===== src/rtl/mmio_bridge_if.sv =====
// mmio_bridge_if
// Bundles the bridge's bus-side signals: the core memory port, the RAM
// side-channel and the transmit byte stream.
//   adr, writedata, memwrite : core access (address, store data, store strobe)
//   readdata                 : load data back to the core
//   ram_we, ram_rd           : write enable to and read data from the RAM
//   tx_data, tx_valid        : FIFO head byte and its valid flag
//   tx_ready                 : the byte sink accepts the head byte
// The "master" modport is the environment (core, RAM and byte sink).
// The "slave" modport is the bridge.
interface mmio_bridge_if;
  logic [31:0] adr;
  logic [31:0] writedata;
  logic        memwrite;
  logic [31:0] readdata;
  logic        ram_we;
  logic [31:0] ram_rd;
  logic [7:0]  tx_data;
  logic        tx_valid;
  logic        tx_ready;

  modport master (
    output adr, writedata, memwrite, ram_rd, tx_ready,
    input  readdata, ram_we, tx_data, tx_valid
  );

  modport slave (
    input  adr, writedata, memwrite, ram_rd, tx_ready,
    output readdata, ram_we, tx_data, tx_valid
  );
endinterface


===== src/rtl/mmio_bridge.sv =====
// mmio_bridge
// Sends each core access either to RAM or to the I/O page at 0xFFFF_0000.
// The page holds four registers: LED, a free-running cycle counter, the
// transmit FIFO data port, and a FIFO status register.
// Reads are purely combinational and have no side effects.
//   clk   : system clock, rising edge active
//   reset : asynchronous, active-high, clears all state
//   bus   : core port, RAM side-channel and tx stream (slave modport)
//   led   : LED register output
module mmio_bridge (
  input  logic         clk,
  input  logic         reset,
  mmio_bridge_if.slave bus,
  output logic [7:0]   led
);

  localparam int FIFO_DEPTH = 4;

  logic        io_sel;
  logic        reg_sel;
  logic [1:0]  reg_idx;
  logic        wr_led;
  logic        wr_cycle;
  logic        wr_tx;
  logic        wr_status;
  logic [31:0] cycle_count;
  logic [7:0]  fifo_mem [FIFO_DEPTH];
  logic [1:0]  rd_ptr;
  logic [1:0]  wr_ptr;
  logic [2:0]  count;
  logic        ovf;
  logic        empty;
  logic        full;
  logic        pop;
  logic        push_ok;
  logic        unused_bits;

  // Byte lanes and the upper store bits play no part in register decode
  assign unused_bits = ^{bus.adr[1:0], bus.writedata[31:8]};

  // Address decode: the upper half selects the I/O page, and only the
  // first 16 bytes of that page hold registers.
  assign io_sel    = (bus.adr[31:16] == 16'hFFFF);
  assign reg_sel   = io_sel && (bus.adr[15:4] == 12'h000);
  assign reg_idx   = bus.adr[3:2];
  assign wr_led    = bus.memwrite && reg_sel && (reg_idx == 2'd0);
  assign wr_cycle  = bus.memwrite && reg_sel && (reg_idx == 2'd1);
  assign wr_tx     = bus.memwrite && reg_sel && (reg_idx == 2'd2);
  assign wr_status = bus.memwrite && reg_sel && (reg_idx == 2'd3);

  assign bus.ram_we = bus.memwrite & ~io_sel;

  assign empty        = (count == 3'd0);
  assign full         = (count == 3'd4);
  assign bus.tx_valid = ~empty;
  assign bus.tx_data  = empty ? 8'h00 : fifo_mem[rd_ptr];
  assign pop          = bus.tx_valid & bus.tx_ready;
  // A pop in the same cycle frees a slot, so a full FIFO still accepts the push
  assign push_ok      = wr_tx && (!full || pop);

  // Load data mux: RAM data outside the page, zero for unmapped page addresses
  always_comb begin
    bus.readdata = bus.ram_rd;
    if (io_sel) begin
      bus.readdata = 32'h0;
      if (reg_sel) begin
        case (reg_idx)
          2'd0:    bus.readdata = {24'h0, led};
          2'd1:    bus.readdata = cycle_count;
          2'd2:    bus.readdata = 32'h0;
          default: bus.readdata = {26'h0, ovf, empty, full, count};
        endcase
      end
    end
  end

  // LED register
  always_ff @(posedge clk or posedge reset) begin
    if (reset) begin
      led <= 8'h00;
    end else if (wr_led) begin
      led <= bus.writedata[7:0];
    end
  end

  // Cycle counter: a write loads zero instead of incrementing on that edge
  always_ff @(posedge clk or posedge reset) begin
    if (reset) begin
      cycle_count <= 32'h0;
    end else if (wr_cycle) begin
      cycle_count <= 32'h0;
    end else begin
      cycle_count <= cycle_count + 32'd1;
    end
  end

  // Transmit FIFO: circular buffer whose pointers wrap naturally at 2 bits
  always_ff @(posedge clk or posedge reset) begin
    if (reset) begin
      for (int i = 0; i < FIFO_DEPTH; i++) begin
        fifo_mem[i] <= 8'h00;
      end
      rd_ptr <= 2'd0;
      wr_ptr <= 2'd0;
      count  <= 3'd0;
    end else begin
      if (push_ok) begin
        fifo_mem[wr_ptr] <= bus.writedata[7:0];
        wr_ptr           <= wr_ptr + 2'd1;
      end
      if (pop) begin
        rd_ptr <= rd_ptr + 2'd1;
      end
      count <= count + {2'b00, push_ok} - {2'b00, pop};
    end
  end

  // Sticky overflow flag: set by a dropped push, cleared by writing 1 to bit 5.
  // Both cannot happen on one edge because they use different addresses.
  always_ff @(posedge clk or posedge reset) begin
    if (reset) begin
      ovf <= 1'b0;
    end else if (wr_tx && !push_ok) begin
      ovf <= 1'b1;
    end else if (wr_status && bus.writedata[5]) begin
      ovf <= 1'b0;
    end
  end

endmodule


===== src/flat_wrapper.sv =====
// flat-port wrapper written by rule: the top's interface ports become plain ports
module mmio_bridge_flat 
  (clk, reset, led, bus_adr, bus_writedata, bus_memwrite, bus_ram_rd, bus_tx_ready, bus_readdata, bus_ram_we, bus_tx_data, bus_tx_valid);
  mmio_bridge_if bus_i ();
  input  logic clk;
  input  logic reset;
  output logic [7:0] led;
  input wire logic [$bits(bus_i.adr)-1:0] bus_adr;
  input wire logic [$bits(bus_i.writedata)-1:0] bus_writedata;
  input wire logic [$bits(bus_i.memwrite)-1:0] bus_memwrite;
  input wire logic [$bits(bus_i.ram_rd)-1:0] bus_ram_rd;
  input wire logic [$bits(bus_i.tx_ready)-1:0] bus_tx_ready;
  output wire logic [$bits(bus_i.readdata)-1:0] bus_readdata;
  output wire logic [$bits(bus_i.ram_we)-1:0] bus_ram_we;
  output wire logic [$bits(bus_i.tx_data)-1:0] bus_tx_data;
  output wire logic [$bits(bus_i.tx_valid)-1:0] bus_tx_valid;
  assign bus_i.adr = bus_adr;
  assign bus_i.writedata = bus_writedata;
  assign bus_i.memwrite = bus_memwrite;
  assign bus_i.ram_rd = bus_ram_rd;
  assign bus_i.tx_ready = bus_tx_ready;
  assign bus_readdata = bus_i.readdata;
  assign bus_ram_we = bus_i.ram_we;
  assign bus_tx_data = bus_i.tx_data;
  assign bus_tx_valid = bus_i.tx_valid;
  mmio_bridge u_core (.clk(clk), .reset(reset), .bus(bus_i), .led(led));
endmodule

===== config.mk =====
export PLATFORM = sky130hd
export DESIGN_NAME = mmio_bridge_flat
export DESIGN_NICKNAME = d
export VERILOG_FILES = /design/src/rtl/mmio_bridge_if.sv /design/src/rtl/mmio_bridge.sv /design/src/flat_wrapper.sv
export SDC_FILE = /design/constraint.sdc
export NUM_CORES = 1
export LEC_CHECK = 0
export ABC_AREA = 1
export BUFFER_PORTS_ARGS = -buffer_cell sky130_fd_sc_hd__buf_2
export CORE_MARGIN = 5
export CORE_UTILIZATION = 54
export CTS_BUF_LIST = sky130_fd_sc_hd__clkbuf_2
export DETAILED_ROUTE_END_ITERATION = 6
export PLACE_DENSITY = 0.81
export SYNTH_ARGS = -nofsm -noshare
export SYNTH_HDL_FRONTEND = slang
export SYNTH_SLANG_ARGS = --single-unit

===== constraint.sdc =====
create_clock -name clk -period 3.32 [get_ports clk]
set_input_delay 0.664 -clock clk [delete_from_list [all_inputs] [get_ports clk]]
set_output_delay 0.664 -clock clk [all_outputs]
set_load 0.01 [all_outputs]

== Word-level counts from Yosys, hierarchy flattened ==
Index checks and enable logic that the tools add are counted.

* Equality and inequality tests: 5
* Mux-type cells: 13
* Magnitude comparators: 3
* Bitwise logic cells: 6
* Add/sub/neg operators: 5
* Reduce and logical (&&, ||, !) cells: 17

{| class="wikitable"
|+ Operator list
! cell !! count
|-
| $mux 32 || 3
|-
| $pmux 32 s3 || 1
|-
| $add 32x1->32 const B || 1
|-
| $bwmux 32 || 1
|-
| $mux 8 || 4
|-
| $bmux 8 s2 || 1
|-
| $demux 8 s2 || 1
|-
| $eq 16x16->1 const B || 1
|-
| $logic_not 12->1 || 1
|-
| $logic_and 1x1->1 || 10
|-
| $ge 3x3->1 const B || 2
|-
| $not 2->3 || 2
|-
| $add 2x1->2 const B || 2
|-
| $eq 2x2->1 const B || 2
|-
| $add 3x1->3 || 1
|-
| $eq 3x3->1 const B || 1
|-
| $logic_not 3->1 || 1
|-
| $lt 3x1->1 const B || 1
|-
| $sub 3x1->3 || 1
|-
| $and 1x1->1 || 2
|-
| $eq 2x1->1 const B || 1
|-
| $logic_not 1->1 || 2
|-
| $logic_not 2->1 || 1
|-
| $mux 1 || 2
|-
| other kinds (3) || 4
|}

* Logic and storage cells: 59
* Input port bits: 100
* Register bits: 80

== Longest topological paths before layout ==
Gate-level depths: netlist of run 1.

* Depth after elaboration: 8
* Mapped depth: 15
* Depth with buffers taken out: 14

== Worst setup path after synthesis of run 1 ==
Ideal clock, no wire load.

* Kind: input to register
* Start point: input port bus_adr[4]
* End point: register u_core.count[2]
* Buffers on the path: 1
* Library setup time: 0.129 ns
* Arrival time: 2.378 ns
* Slack: 0.814 ns
* Cell stages on the path: 15
* Path through: inv_1 -> nand2_1 -> nor2_1 -> nand2_1 -> nor2_2 -> nand3_4 -> nor2_4 -> buf_12 -> nand2_2 -> inv_1 -> ha_1 -> inv_1 -> fa_1 -> xnor2_1 -> xor2_1

* Longest elaborated chain between the ends: 7

{| class="wikitable"
|+ RTL lines
! element !! RTL line !! source
|-
| start: declaration || flat_wrapper.sv:8 || <nowiki>input wire logic [$bits(bus_i.adr)-1:0] bus_adr;</nowiki>
|-
| $logic_not 12->1 || mmio_bridge.sv:44 || <nowiki>assign reg_sel = io_sel && (bus.adr[15:4] == 12'h000);</nowiki>
|-
| $logic_and 1x1->1 || mmio_bridge.sv:44 ||
|-
| $logic_and 1x1->1 (2 in series) || mmio_bridge.sv:48 || <nowiki>assign wr_tx = bus.memwrite && reg_sel && (reg_idx == 2'd2);</nowiki>
|-
| $logic_and 1x1->1 || mmio_bridge.sv:59 || <nowiki>assign push_ok = wr_tx && (!full || pop);</nowiki>
|-
| named net u_core.push_ok || mmio_bridge.sv:35 || <nowiki>logic push_ok;</nowiki>
|-
| $add 3x1->3 || mmio_bridge.sv:114 || <nowiki>count <= count + {2'b00, push_ok} - {2'b00, pop};</nowiki>
|-
| $sub 3x1->3 || mmio_bridge.sv:114 ||
|-
| end signal: assignment || mmio_bridge.sv:114 ||
|-
| end: declaration || mmio_bridge.sv:30 || <nowiki>logic [2:0] count;</nowiki>
|}

The timed path passes the listed nets, and every way through them passes these cells.
A chain may end at the register's enable or synchronous reset.

== Worst setup path after layout of run 1 ==
* Start point: register u_core.rd_ptr[0]
* End point: output port bus_tx_data[7]

* Longest elaborated chain between the ends: 5

{| class="wikitable"
|+ RTL lines
! element !! RTL line !! source
|-
| start: declaration || mmio_bridge.sv:28 || <nowiki>logic [1:0] rd_ptr;</nowiki>
|-
| start signal: assignment || mmio_bridge.sv:112 || <nowiki>rd_ptr <= rd_ptr + 2'd1;</nowiki>
|-
| $not 2->3 (not written as such) || mmio_bridge.sv:56 || <nowiki>assign bus.tx_data = empty ? 8'h00 : fifo_mem[rd_ptr];</nowiki>
|-
| $bmux 8 s2 || mmio_bridge.sv:56 ||
|-
| $mux 8 (not written as such) (2 in series) || mmio_bridge.sv:56 ||
|-
| $mux 8 || mmio_bridge.sv:56 ||
|-
| end: declaration || flat_wrapper.sv:15 || <nowiki>output wire logic [$bits(bus_i.tx_data)-1:0] bus_tx_data;</nowiki>
|}

Every way passes these cells. The select of a mux whose other input is x is not followed.

==> results_dict.tcl, run 1 <==
set metrics [dict create \
    nNetsFinal 940 \
    rows 35 \
    critPathLaunchType "register" \
    yosysTopAreaCell "dfrtp_1" \
    grt_use_total_pct 25.3 \
    first_pass_iters 4 \
    ctsHtreeMaxLevel 3 \
    clock_path_buffers 2 \
    die_y_um 107 \
    switching_share_pct 37.4 \
    num_vias 5084 \
    postSynth.asyncResetShare_pct 100 \
    diodes 0 \
    fin_skew_ns 0.0307 \
    fmax_mhz 334 \
    leakagePower_nw 3.24 \
    insertion_delay_ns 0.54 \
    cts_sinks 80 \
    drt_iter0_markers 481 \
    netlist_area_um2 5090 \
    die_area_um2 11500 \
    cts_tree "done" \
    pwr-share-seq_pct 47.1 \
    report.final.slew_viol_count 0 \
    fillerInstances 887 \
    synthCells 719 \
    critPathKind "reg2out" \
    hold_path.class "in2async" \
    worst_ep_arrival_time_ns 2.33 \
    slew-limit-headroom_pct 39.4 \
    grt_pass1_wl_um 23300 \
    drc_errors 0 \
    drive_gt1_share_pct 19.2 \
    area_delta_synth_final_pct 14.4 \
    hold_viol_final 0 \
    p_total_mw 2.30 \
    syn_area_per_cell_um2 7.07 \
    ys_types 31 \
    core-area_um2 9200 \
    crit_fanout 19 \
    required_ns 2.66 \
    rsz0062_at_grt "false" \
    fin_crit_ns 3.00 \
    setup_tns_ns 0 \
    overflow 0 \
    maxCapViolCount 0 \
    synth_nets 827 \
    drt-total-wl_um 14400 \
    finalCritPeriodShare_pct 90.2 \
    synth_seq_cells 80 \
    hold_buffers 0 \
    setup_violations 0 \
    path_clk_slew_ns 0.25 \
    clock_power_share_pct 24.1 \
    intPower_mw 1.44 \
    detailed_place_hpwl_um 10900 \
    die_w_um 107 \
    place.port_buffers 123 \
    power.switching_mw 0.862 \
    antenna_found_initial 0 \
    end_kind "output pin" \
    tightest_slew_ns 0.908 \
    seq_area_frac_synth_pct 39.4 \
    ant_nets 0 \
    cts.root.buffer_cell "clkbuf_2" \
    numCtsBuffers 9 \
    synth_top_area_share_pct 39.4 \
    synth_edf_count 0 \
    synthFlopType "dfrtp_1" \
    peakVddDrop_v 0.000276 \
    yosys-top-cells-area "dfrtp_1 39%, nand2_1 18%, inv_1 6.9%, nor2_1 5.8%, nand4_1 4.6%" \
    cts_resized 0 \
    gp_congestion 0.950 \
    grt_max_degree 39 \
    grt_pass1_vias 4853 \
    status "finished clean" \
    vias_per_cell 5.36 \
    ios 150 \
    cts_setup_buffers 0 \
    start_util_pct 55.3 \
    p_per_area_nw_per_um2 396 \
    wire_per_inst_um 15.1 \
    comb_power_share_pct 28.8 \
    synth_warnings 0 \
]
## cell families after synthesis
family / count (synthesis) / share of synthesized area, %
simple gates: 412 / 35.1
compound gates: 72 / 8.51
xor+xnor: 22 / 3.79
buf+inv: 125 / 11.1
fa+ha+maj: 8 / 2.12
flops: 80 / 39.4
## critical path, stage by stage, from the launching register on
cell,delay (ns)
dfrtp_1,0.81
inv_1,0.40
o21ai_0,0.34
a21oi_1,0.10
buf_2,0.15
## cells in the mapped netlist, types with 2 or more instances
master,number
a21oi_1,13
a221oi_1,2
buf_1,3
buf_12,4
buf_2,4
buf_6,3
clkbuf_1,14
clkinv_1,2
dfrtp_1,80
ha_1,7
inv_1,93
nand2_1,241
nand2_2,2
nand3_1,25
nand3_4,4
nand4_1,37
nor2_1,79
nor2_2,3
nor2_4,3
nor3_1,17
o21ai_0,31
o31ai_1,23
xor2_1,21
## stage by stage
stage | util, % | setup slack (ns) | instances | hold slack (ns) | instance area, um2
2_1_floorplan | - | 0.604 | 719 | 0.437 | 5090
3_3_place_gp | 61.9 | 0.441 | 932 | 0.448 | 5700
3_5_place_dp | 61.9 | 0.393 | 932 | 0.453 | 5700
4_1_cts | 63.3 | 0.363 | 948 | 0.0871 | 5820
5_1_grt | 63.3 | 0.116 | 948 | 0.0821 | 5820
6_report | 63.3 | 0.324 | 948 | 0.0917 | 5820
## per-layer routing
metal	track usage (%)	routed length, um
met1	36.2	6500
met2	39.1	6580
met3	5.18	1130
met4	7.12	148
met5	0	0
## final timing paths
kind / depth (start not counted) / startpoint / slack [ns] / to
min in group clk: 3 / bus_writedata[6] / 0.40 / u_core.fifo_mem[22]
max: 4 / u_core.rd_ptr[0] / 0.32 / bus_tx_data[7]
min: 2 / reset / 0.09 / u_core.led[2]
max reg2reg: 9 / u_core.count[1] / 1.07 / u_core.count[2]
max in group asynchronous: 3 / reset / 2.38 / u_core.cycle_count[15]
min reg2reg: 2 / u_core.fifo_mem[25] / 0.50 / u_core.fifo_mem[25]
## power by group through the flow
stage	clock, mW	combinational (mW)	sequential [mW]
floorplan	0	0.456	1.05
global placement	0	0.640	1.10
detailed placement	0	0.658	1.10
CTS	0.560	0.661	1.08
global route	0.606	0.743	1.10
finish	0.556	0.663	1.09
## layout by cell type, fill, tap and decap left out, drive strengths merged, types with 2 or more instances in the layout
cell	n
dfrtp	80
o31ai	23
nand4	37
inv	97
nand2	243
o21ai	32
buf	131
ha	7
xor2	21
clkinv	4
nor3	17
a21oi	13
a221oi	2
nor2	85
clkbuf	9
nand3	29
## area by class of cell
type | count | area, um2 | area share, %
repair buffers | 131 | 676 | 11.6
flip-flops and latches | 80 | 2000 | 34.4
well taps | 111 | 139 | 2.39
clock inverters | 7 | 76.3 | 1.31
multi-input cells | 514 | 2520 | 43.3
clock buffers | 9 | 45.0 | 0.774
inverters | 96 | 360 | 6.19
## state kept, by name (all words and copies together), names as in the netlist
register,cells
u_core.ovf,1
u_core.rd_ptr,2
u_core.cycle_count,32
u_core.count,3
u_core.wr_ptr,2
u_core.led,8
u_core.fifo_mem,32
Power figures use the tool's default switching activity.
==> run 2: changes to the inputs <==
Settings changed: CORE_MARGIN 5 to not set.
==> results_dict.tcl, run 2 (synthesis results as in run 1) <==
set metrics [dict create \
    worst_ep_arrival_time_ns 2.41 \
    ios 150 \
    grt_max_degree 46 \
    vias_per_cell 5.45 \
    hold_path.class "in2async" \
    drt_iter0_markers 424 \
    worstPathCellList "inv_1 > o21ai_0 > a21oi_1 > buf_2" \
    max_stage_delay_ns 0.81 \
    start_util_pct 55.3 \
    slew-limit-headroom_pct 57.9 \
    gp_congestion 0.932 \
    fmax_mhz 325 \
    grt_use_total_pct 29.5 \
    clock_path_buffers 2 \
    die_area_um2 9810 \
    overflow 0 \
    critPathKind "reg2out" \
    drt-total-wl_um 14000 \
    required_ns 2.66 \
    cts_resized 0 \
    placed_cells_incl_taps 933 \
    finalCritPeriodShare_pct 92.7 \
    reg2reg_depth 9 \
    detailed_place_hpwl_um 10400 \
    multi_input_area_um2 2520 \
    status "finished clean" \
    first_pass_iters 5 \
    p_per_area_nw_per_um2 409 \
    peakVddDrop_v 0.000494 \
    hold_viol_final 0 \
    cts_sinks 80 \
    die_y_um 99.1 \
    layout_commonest_cell "nand2_1" \
    setup_violations 0 \
    maxCapViolCount 0 \
    final-seq-area_um2 2000 \
    numCtsBuffers 9 \
    holdWs_ns 0.152 \
    slowest_stage "dfrtp_1" \
    hold_buffers 0 \
    leakagePower_nw 3.27 \
    rows 35 \
    cts_tree "done" \
    cts_setup_buffers 0 \
    fin_skew_ns 0.0417 \
    drc_errors 0 \
    tightest_slew_ns 0.632 \
    nNetsFinal 941 \
    num_vias 5168 \
    insertion_delay_ns 0.57 \
    fin_crit_ns 3.08 \
    setup_tns_ns 0 \
    area_delta_synth_final_pct 15.1 \
    grt_pass1_wl_um 22500 \
    path_clk_slew_ns 0.28 \
    final_cell_mix "241 x nand2_1, 123 x buf_2, 92 x inv_1, 80 x dfrtp_1, 79 x nor2_1" \
    largest_registers "u_core.cycle_count (32), u_core.fifo_mem (32), u_core.led (8)" \
    end_kind "output pin" \
    report.final.slew_viol_count 0 \
    diodes 0 \
    postPlaceCellArea_um2 5700 \
    rsz0062_at_grt "false" \
    critPathLaunchType "register" \
    place.port_buffers 123 \
    cts.root.buffer_cell "clkbuf_2" \
    fillerInstances 822 \
    ctsHtreeMaxLevel 3 \
    die_w_um 99.1 \
    antenna_found_initial 0 \
    grt_pass1_vias 4859 \
    drive_gt1_share_pct 19.5 \
    final_cell_count_no_fill 949 \
    core-area_um2 9200 \
    ant_nets 0 \
    crit_fanout 19 \
    wire_per_inst_um 14.8 \
    post-route-cell-area_um2 5850 \
]
[run 2: cell types whose count changed in the layout (fill, tap and decap cells not counted)]
cell	change
buf_4	+1
clkinv_1	-1
inv_8	+1
bufinv_16	+1
clkinvlp_4	-1
[run 2: worst paths after layout]
check	from	slack, ns	end
max	u_core.rd_ptr[0]	0.24	bus_tx_data[4]
min	reset	0.15	u_core.fifo_mem[6]
max reg2reg	u_core.count[1]	1.13	u_core.count[2]
min reg2reg	u_core.fifo_mem[10]	0.50	u_core.fifo_mem[10]
max in group asynchronous	reset	2.70	u_core.cycle_count[22]
min in group clk	bus_writedata[7]	0.35	u_core.fifo_mem[7]
[run 2: per-layer routing]
metal | part of all wire [%] | global-route usage, % | up-vias
met5 | 0 | 0 | -
li1 | - | - | 2517
met2 | 46 | 48.4 | 237
met4 | 2.2 | 10.5 | 0
met1 | 44 | 40.5 | 2384
met3 | 7.7 | 3.48 | 30
[run 2: stage by stage]
| step | power (mW) | worst slack (ns) | util, % |
|---|---|---|---|
| finish | 2.40 | 0.242 | 63.7 |
| global route | 2.53 | 0.103 | 63.7 |
| CTS | 2.39 | 0.295 | 63.7 |
| detailed placement | 1.75 | 0.673 | 62.0 |
| global placement | 1.73 | 0.722 | 62.0 |
| floorplan | 1.50 | 0.604 | - |
[run 2: where the power goes]
group | leakage [nW] | internal [mW] | switching [mW]
clock network | 0.0894 | 0.265 | 0.389
logic | 2.09 | 0.253 | 0.406
registers | 1.09 | 1.01 | 0.0732
total | 3.27 | 1.53 | 0.868
[run 2: final cells by class]
class / count / share of cell area, %
Multi-Input combinational cell: 514 / 43.0
Sequential cell: 80 / 34.2
Timing Repair Buffer: 132 / 11.7
Inverter: 96 / 6.16
Tap cell: 111 / 2.37
Clock inverter: 7 / 1.82
Clock buffer: 9 / 0.769
[run 2: critical path, delay by kind of cell, from the launching register on]
kind | cells | cell delay (ns)
AO/OA/AOI/OAI | 2 | 0.50
buffers and inverters | 2 | 0.53
flip-flops | 1 | 0.81
